$ cat config.mk
export PLATFORM = sky130hd
export DESIGN_NAME = fifo_wr_arbiter
export DESIGN_NICKNAME = d
export VERILOG_FILES = /design/src/rtl/fifo_arb_pkg.sv /design/src/rtl/rr_pick.sv /design/src/rtl/fifo_wr_arbiter.sv
export SDC_FILE = /design/constraint.sdc
export NUM_CORES = 1
export LEC_CHECK = 0
export ABC_AREA = 1
export BUFFER_PORTS_ARGS = -buffer_cell sky130_fd_sc_hd__buf_2
export CAP_MARGIN = 20
export CORE_UTILIZATION = 38
export CTS_BUF_LIST = sky130_fd_sc_hd__clkbuf_16
export DETAILED_ROUTE_END_ITERATION = 12
export PLACE_DENSITY = 0.83
export SYNTH_ARGS = -nofsm -noshare
export SYNTH_HDL_FRONTEND = slang
export SYNTH_SLANG_ARGS = --single-unit
$ cat constraint.sdc
create_clock -name clk -period 1.35 [get_ports clk]
set_input_delay 0.0675 -clock clk [delete_from_list [all_inputs] [get_ports clk]]
set_output_delay 0.0675 -clock clk [all_outputs]
set_load 0.1 [all_outputs]
$ cat src/rtl/fifo_arb_pkg.sv
// fifo_arb_pkg
//   Shared types and default parameter constants for the FIFO write arbiter.
//   arb_state_e : arbiter FSM state (idle / grant held)
//   Def*        : default values for NUM_REQ, FIFO_WIDTH and MAX_BURST
package fifo_arb_pkg;

   typedef enum logic {
      StIdle  = 1'b0,
      StGrant = 1'b1
   } arb_state_e;

   localparam int unsigned DefNumReq    = 4;
   localparam int unsigned DefFifoWidth = 16;
   localparam int unsigned DefMaxBurst  = 4;

endpackage

$ cat src/rtl/rr_pick.sv
// rr_pick
//   Combinational round-robin picker. Scans i_valid upward starting at i_ptr,
//   wrapping from NUM_REQ-1 to 0, and returns the first asserted index.
//   Ports:
//     i_valid : per-requester valid vector
//     i_ptr   : index with highest priority this round
//     o_idx   : winning index (0 when nothing is valid)
//     o_any   : at least one requester is valid
module rr_pick
   import fifo_arb_pkg::*;
#(
   parameter int unsigned NUM_REQ = DefNumReq
) (
   input  logic [NUM_REQ-1:0]         i_valid,
   input  logic [$clog2(NUM_REQ)-1:0] i_ptr,
   output logic [$clog2(NUM_REQ)-1:0] o_idx,
   output logic                       o_any
);

   localparam int unsigned IdxW = $clog2(NUM_REQ);

   logic [IdxW-1:0] w_cand;

   // Walk from the farthest offset back to offset 0 so the closest valid
   // index to i_ptr is the last one written. NUM_REQ is a power of two, so
   // the truncating add wraps for free.
   always_comb begin
      o_idx  = '0;
      o_any  = 1'b0;
      w_cand = '0;
      for (int i = int'(NUM_REQ) - 1; i >= 0; i--) begin
         w_cand = i_ptr + IdxW'(i);
         if (i_valid[w_cand]) begin
            o_idx = w_cand;
            o_any = 1'b1;
         end
      end
   end

endmodule

$ cat src/rtl/fifo_wr_arbiter.sv
// fifo_wr_arbiter
//   Round-robin arbiter letting NUM_REQ producers write bursts into one shared
//   FIFO. Idle cycles arbitrate; a grant then streams up to MAX_BURST beats
//   from the owner until its last beat, the beat limit, or the owner withdraws.
//   Ports:
//     clk, rst_n    : clock, asynchronous active-low reset
//     req_valid     : per-producer beat valid
//     req_data      : producer k data at [k*FIFO_WIDTH +: FIFO_WIDTH]
//     req_last      : per-producer final-beat marker
//     req_ready     : beat from producer k accepted this cycle
//     is_fifo_full  : shared FIFO full flag
//     i_push        : shared FIFO write strobe
//     in_fifo       : shared FIFO write data
//     grant_id      : current owner, valid while busy
//     busy          : a grant is held
module fifo_wr_arbiter
   import fifo_arb_pkg::*;
#(
   parameter int unsigned NUM_REQ    = DefNumReq,
   parameter int unsigned FIFO_WIDTH = DefFifoWidth,
   parameter int unsigned MAX_BURST  = DefMaxBurst
) (
   input  logic                            clk,
   input  logic                            rst_n,
   input  logic [NUM_REQ-1:0]              req_valid,
   input  logic [NUM_REQ*FIFO_WIDTH-1:0]   req_data,
   input  logic [NUM_REQ-1:0]              req_last,
   output logic [NUM_REQ-1:0]              req_ready,
   input  logic                            is_fifo_full,
   output logic                            i_push,
   output logic [FIFO_WIDTH-1:0]           in_fifo,
   output logic [$clog2(NUM_REQ)-1:0]      grant_id,
   output logic                            busy
);

   localparam int unsigned IdxW = $clog2(NUM_REQ);
   localparam int unsigned CntW = $clog2(MAX_BURST) + 1;

   arb_state_e      r_state, w_state_nxt;
   logic [IdxW-1:0] r_rr_ptr, w_rr_ptr_nxt;
   logic [IdxW-1:0] r_grant_id, w_grant_id_nxt;
   logic [CntW-1:0] r_beat_cnt, w_beat_cnt_nxt, w_beat_cnt_inc;
   logic [IdxW-1:0] w_pick_idx;
   logic            w_pick_any;
   logic            w_owner_valid, w_owner_last, w_xfer, w_burst_end;

   rr_pick #(
      .NUM_REQ (NUM_REQ)
   ) u_rr_pick (
      .i_valid (req_valid),
      .i_ptr   (r_rr_ptr),
      .o_idx   (w_pick_idx),
      .o_any   (w_pick_any)
   );

   // Beat decode and outputs
   always_comb begin
      busy           = (r_state == StGrant);
      w_owner_valid  = req_valid[r_grant_id];
      w_owner_last   = req_last[r_grant_id];
      w_xfer         = busy & w_owner_valid & ~is_fifo_full;
      w_beat_cnt_inc = r_beat_cnt + 1'b1;
      // A withdrawn owner ends the burst even while the FIFO is full.
      w_burst_end    = busy & (~w_owner_valid |
                               (w_xfer & (w_owner_last |
                                          (w_beat_cnt_inc == CntW'(MAX_BURST)))));
      i_push               = w_xfer;
      req_ready            = '0;
      req_ready[r_grant_id] = w_xfer;
      in_fifo              = busy ? req_data[int'(r_grant_id) * FIFO_WIDTH +: FIFO_WIDTH]
                                  : '0;
      grant_id             = r_grant_id;
   end

   // Next-state logic
   always_comb begin
      w_state_nxt    = r_state;
      w_rr_ptr_nxt   = r_rr_ptr;
      w_grant_id_nxt = r_grant_id;
      w_beat_cnt_nxt = r_beat_cnt;
      unique case (r_state)
         StIdle: begin
            if (w_pick_any) begin
               w_state_nxt    = StGrant;
               w_grant_id_nxt = w_pick_idx;
               w_beat_cnt_nxt = '0;
            end
         end
         StGrant: begin
            if (w_burst_end) begin
               w_state_nxt  = StIdle;
               w_rr_ptr_nxt = r_grant_id + 1'b1;
            end else if (w_xfer) begin
               w_beat_cnt_nxt = w_beat_cnt_inc;
            end
         end
         default: w_state_nxt = StIdle;
      endcase
   end

   always_ff @(posedge clk or negedge rst_n) begin
      if (!rst_n) begin
         r_state    <= StIdle;
         r_rr_ptr   <= '0;
         r_grant_id <= '0;
         r_beat_cnt <= '0;
      end else begin
         r_state    <= w_state_nxt;
         r_rr_ptr   <= w_rr_ptr_nxt;
         r_grant_id <= w_grant_id_nxt;
         r_beat_cnt <= w_beat_cnt_nxt;
      end
   end

endmodule

; Yosys cells after proc, flatten, opt, wreduce, memory -nomap -nowiden
; Cells that the tools add are included.
[word_totals]
output_inout_bits = 24
memories = 0
romBits = 0
ff_bits = 8
latch_bits = 0
mem_bits_rw = 0
word_cells = 64
[op_classes]
add_sub_neg = 5
n_eq_ne = 4
n_mul = 0
bitwise_logic = 10
n_shift = 1
magnitude_cmp = 6
n_reduce_logical = 4
div = 0
mux = 30
[op_table]
columns = op, count
row1 = 64-bit by 7-bit indexed part select with 16-bit output, 1
row2 = 16-bit 2-to-1 mux, 1
row3 = "2-bit by 3-bit less-than comparator with 1-bit output, second input constant", 5
row4 = 1-bit 2-to-1 mux, 13
row5 = 1-bit binary-select mux with 2-bit select, 6
row6 = 3-bit 2-to-1 mux, 3
row7 = 2-bit 2-to-1 mux, 4
row8 = 3-bit case mux with 2 select lines, 1
row9 = "2-bit by 1-bit adder with 2-bit output, second input constant", 2
row10 = "2-bit adder, second input constant", 2
row11 = 1-bit AND, 4
row12 = 4-bit AND, 1
row13 = "2-bit != test, second input constant", 2
row14 = 2-bit AND reduction, 2
row15 = "3-bit by 1-bit adder with 3-bit output, second input constant", 1
row16 = "3-bit equality test, second input constant", 1
row17 = 1-bit inverter, 3
row18 = 3-bit AND reduction, 1
row19 = 1-bit demux with 2-bit select, 1
row20 = "2-bit by 1-bit >= comparator with 1-bit output, second input constant", 1
row21 = "2-bit by 1-bit != test with 1-bit output, second input constant", 1
row22 = 1-bit bitwise OR, 2
row23 = 1-bit case mux with 2 select lines, 1
row24 = 1-bit logical AND, 1

; Depth between registers and ports, before layout
[logic_depth]
ltp_word = 9
mapped_depth = 12

; Cells and area by module
; A second synthesis with hierarchy kept.
[hier_totals]
cells_unflattened = 250
hier_area_um2 = 1406.3
[by_module_without_submodules]
columns = module, instances, area_per_inst_um2, cells_per_inst
row1 = fifo_wr_arbiter, 1, 1191.1, 206
row2 = rr_pick, 1, 215.2, 44

; Least setup slack after synthesis
; Ideal clock, no wire load.
[synth_path]
kind = register to output
start = reg r_grant_id[0], in the netlist grant_id[0]
end = out in_fifo[13]
path_buffers = 2
t_arrival_ps = 3097
stages_incl_launch_ff = 7
slack_ps = -1815
path_cell_list = dfrtp_1 buf_6 buf_2 nor2_1 nor2_1 o21ai_0 a21oi_1
[synth_between]
elab_chain_len = 2
[synth_lines]
columns = element, line
row1 = "start, declared", fifo_wr_arbiter.sv:41  ; logic [IdxW-1:0] r_grant_id, w_grant_id_nxt;
row2 = "start signal, assigned", fifo_wr_arbiter.sv:110  ; r_grant_id <= w_grant_id_nxt;
row3 = 64-bit by 7-bit indexed part select with 16-bit output, fifo_wr_arbiter.sv:70  ; in_fifo = busy ? req_data[int'(r_grant_id) * FIFO_WIDTH +: FIFO_WIDTH]
row4 = 16-bit 2-to-1 mux, fifo_wr_arbiter.sv:70
row5 = "end, declared", fifo_wr_arbiter.sv:31  ; output logic [FIFO_WIDTH-1:0] in_fifo,
; Every way passes these cells.

; Worst setup path after layout
[layout_path]
start = reg r_grant_id[0], in the netlist grant_id[0]
end = reg r_beat_cnt[1]
[layout_between]
elab_chain_len = 9
word_cells_on_any_way = 14
cone_classes = eq/ne: 2 / mux: 4 / bitwise: 7 / reduce/logical: 1
[layout_lines]
columns = element, line
row1 = 1-bit binary-select mux with 2-bit select, fifo_wr_arbiter.sv:59  ; w_owner_valid = req_valid[r_grant_id];
row2 = 1-bit 2-to-1 mux (implied by the code), fifo_wr_arbiter.sv:59
row3 = 1-bit AND (2 in a row), fifo_wr_arbiter.sv:61  ; w_xfer = busy & w_owner_valid & ~is_fifo_full;
row4 = 1-bit AND, fifo_wr_arbiter.sv:65  ; (w_xfer & (w_owner_last |
row5 = 1-bit bitwise OR, fifo_wr_arbiter.sv:64  ; w_burst_end = busy & (~w_owner_valid |
row6 = 1-bit AND, fifo_wr_arbiter.sv:64
row7 = 2-bit != test (no line), -
row8 = 3-bit AND reduction (no line) *, -
row9 = "end signal, assigned", fifo_wr_arbiter.sv:111  ; r_beat_cnt <= w_beat_cnt_nxt;
row10 = "end, declared", fifo_wr_arbiter.sv:42  ; logic [CntW-1:0] r_beat_cnt, w_beat_cnt_nxt, w_beat_cnt_inc;
; Mark *: on every way between the ends. The rest lies on a longest branch, timed or not. The select of a mux whose other input is x is not followed.
; A chain may end at the register's enable or synchronous reset.

==> impl_metrics.ini <==
[setup_path]
worst_setup_path_end_kind = flip-flop
r2r-end = r_beat_cnt[1]$_DFFE_PN0P_
reg2regPathDepth = 11
cp.required_ns = 1.48
slowest_delay_ns = 0.44
critPathArrivalTime_ns = 1.92
worstSetupPathType = reg2reg
worstReg2RegStart = grant_id[0]$_DFFE_PN0P_
critical_path.slowest_cell = dfrtp_4
path_max_fanout = 7
startpoint_type = flip-flop
r2r_setup_slack_ns = -0.45
cp_cell_sequence = buf_6, inv_8, nand2_2, nand3_2, nand2_4, buf_6, nor2_4, a21oi_4, nand3_2, nand2_1, nand2_1
startpoint = grant_id[0]$_DFFE_PN0P_

[timing]
relSlewSlack = 0.679
tightest_slew_ns = 0.485
finClkSkew_ns = 0.00800
setup_viol_count_final = 29
hold_viol = 0
period_share = 1.33
clock.fmax_mhz = 556
slew_viol_final = 0
setup_slack_ns = -0.447
min_period_ns = 1.80
grt_setup_unrepaired = yes

[synthesis]
ys_ff_latch = 8
avgSynthCellArea_um2 = 5.58
synthDistinctLibCells = 26
synth_area_leaders = nor2_1 (20%), dfrtp_1 (14%), nand2_1 (11%), o21ai_0 (11%), a21oi_1 (5.9%)
syn_nets = 338
yosysWarningCount = 0
yosys.area.top_type = nor2_1
ys_seq_area_frac = 0.140
synthesis.area_mm2 = 0.00143
synth_top_area_share = 0.199
syn_inst = 257

[clocking]
cts-root-buf = clkbuf_16
cts.sinks = 8
h-tree-depth = 1
clock_latency_ns = 0.26
cts.clk_slew.worst_paths_ns = 0.04
cts_max_path_buffers = 2
numCtsBuffers = 3
cts_tree = done

[global_route]
overflow = 0
grt_max_degree = 21
grt_pass1_wl_um = 9400
grt_usage = 0.300
grt_pass1_vias = 2065
antenna_found_initial = 0

[status]
failed_checks = negative setup slack
status = finished, violations left

[die]
start_util = 0.413
row_count = 21
io_pins = 99
dieArea_mm2 = 0.00402
core_region_area_mm2 = 0.00347
fp.dieW_um = 63.4
die_h_um = 63.4

[final_layout]
fin_area_mm2 = 0.00315
drive_gt1_frac = 0.631
seq_area_um2 = 214
antennaDiodeCount = 0
finalNonFillerCells = 423
layout_common_cells = buf_2 (75), nor2_1 (64), nand2_1 (30), buf_12 (28), o21ai_2 (23)
multiInputGateArea_mm2 = 0.00152
finish.utilization = 0.908
final_nets = 459
nFillCells = 148
final_common_cell = buf_2
area_delta_synth_final_pct = 120

[placed_design]
dp_slack_ns = -0.160
dp_cells = 407
hpwl_um = 4400
portBuffers = 98
globalplace.congestion = 0.870
place_area_mm2 = 0.00266

[detailed_routing]
avgRoutedWirePerCell_um = 18.6
drtAntennaViolNets = 0
finalWirelength_um = 7880
vias = 2433
first_iter_violations = 191
dr.pass1.iters = 4
post-route-drc-count = 0
viasPerCell = 5.75

[run]
drv_cap = 0

[worst_hold_path]
hp-class = in2async
area by class of cell:
cell class	count	share of cell area
Clock buffer	3	0.0238
Clock inverter	1	0.00119
Tap cell	46	0.0183
Multi-Input combinational cell	216	0.483
Sequential cell	8	0.0680
Inverter	20	0.0306
Timing Repair Buffer	129	0.375
how the worst max path moves through the flow:
| stage | cells past startpoint | slack [ns] | end |
|---|---|---|---|
| floorplan | 4 | -0.45 | in_fifo[2] |
| global placement | 9 | -0.09 | r_beat_cnt[1]$_DFFE_PN0P_ |
| detailed placement | 9 | -0.16 | r_beat_cnt[0]$_DFFE_PN0P_ |
| CTS | 7 | -0.29 | i_push |
| global route | 9 | -0.49 | r_beat_cnt[0]$_DFFE_PN0P_ |
| finish | 11 | -0.45 | r_beat_cnt[1]$_DFFE_PN0P_ |
cell usage after synthesis, drive strengths merged:
cell	count
o21ai	37
a31oi	1
inv	20
a21oi	18
nor2	79
nand4	3
ha	6
nand2	58
and2	2
nand3	12
dfrtp	8
buf	8
clkbuf	5
cells by family after synthesis:
| family | count (synthesis) | share of synthesized area |
|---|---|---|
| and+or+nand+nor | 154 | 0.500 |
| AOI/OAI and AO/OA | 56 | 0.204 |
| buffers and inverters | 33 | 0.104 |
| DFF | 8 | 0.140 |
| adders and majority gates | 6 | 0.0524 |
timing repair:
item,4_1_cts,5_1_grt
pin swaps,6,8
setup endpoints to repair,29,29
buffers inserted,5,5
endpoints found under the hold margin,8,0
cloned,0,1
gates resized for setup,29,61
hold buffers,1,0
per-stage QoR:
step | hold WS, ns | setup TNS [ns]
global placement | -0.0837 | -0.958
floorplan | -0.228 | -9.93
detailed placement | -0.0799 | -2.05
finish | 0.191 | -9.68
global route | 0.206 | -10.93
CTS | 0.208 | -6.51
layer usage:
layer	routed length [um]	track usage	vias up
met3	605	0.0254	50
met4	531	0.125	0
met2	4070	0.593	189
met5	0	0	-
li1	-	-	1069
met1	2670	0.316	1125
registers in the layout (all words and copies together), names as in the netlist:
signal / flops
grant_id: 2
r_beat_cnt: 3
busy: 1
r_rr_ptr: 2
critical path: cells and delay by family, from the launching register on:
family                 cells  cell delay [ns]
and+or+nand+nor            7             0.69
DFF                        1             0.44
AOI/OAI and AO/OA          1             0.22
buffers and inverters      3             0.30
Power is not shown: default switching activity piles up to over one toggle a cycle in this logic, so the estimate is an artifact.
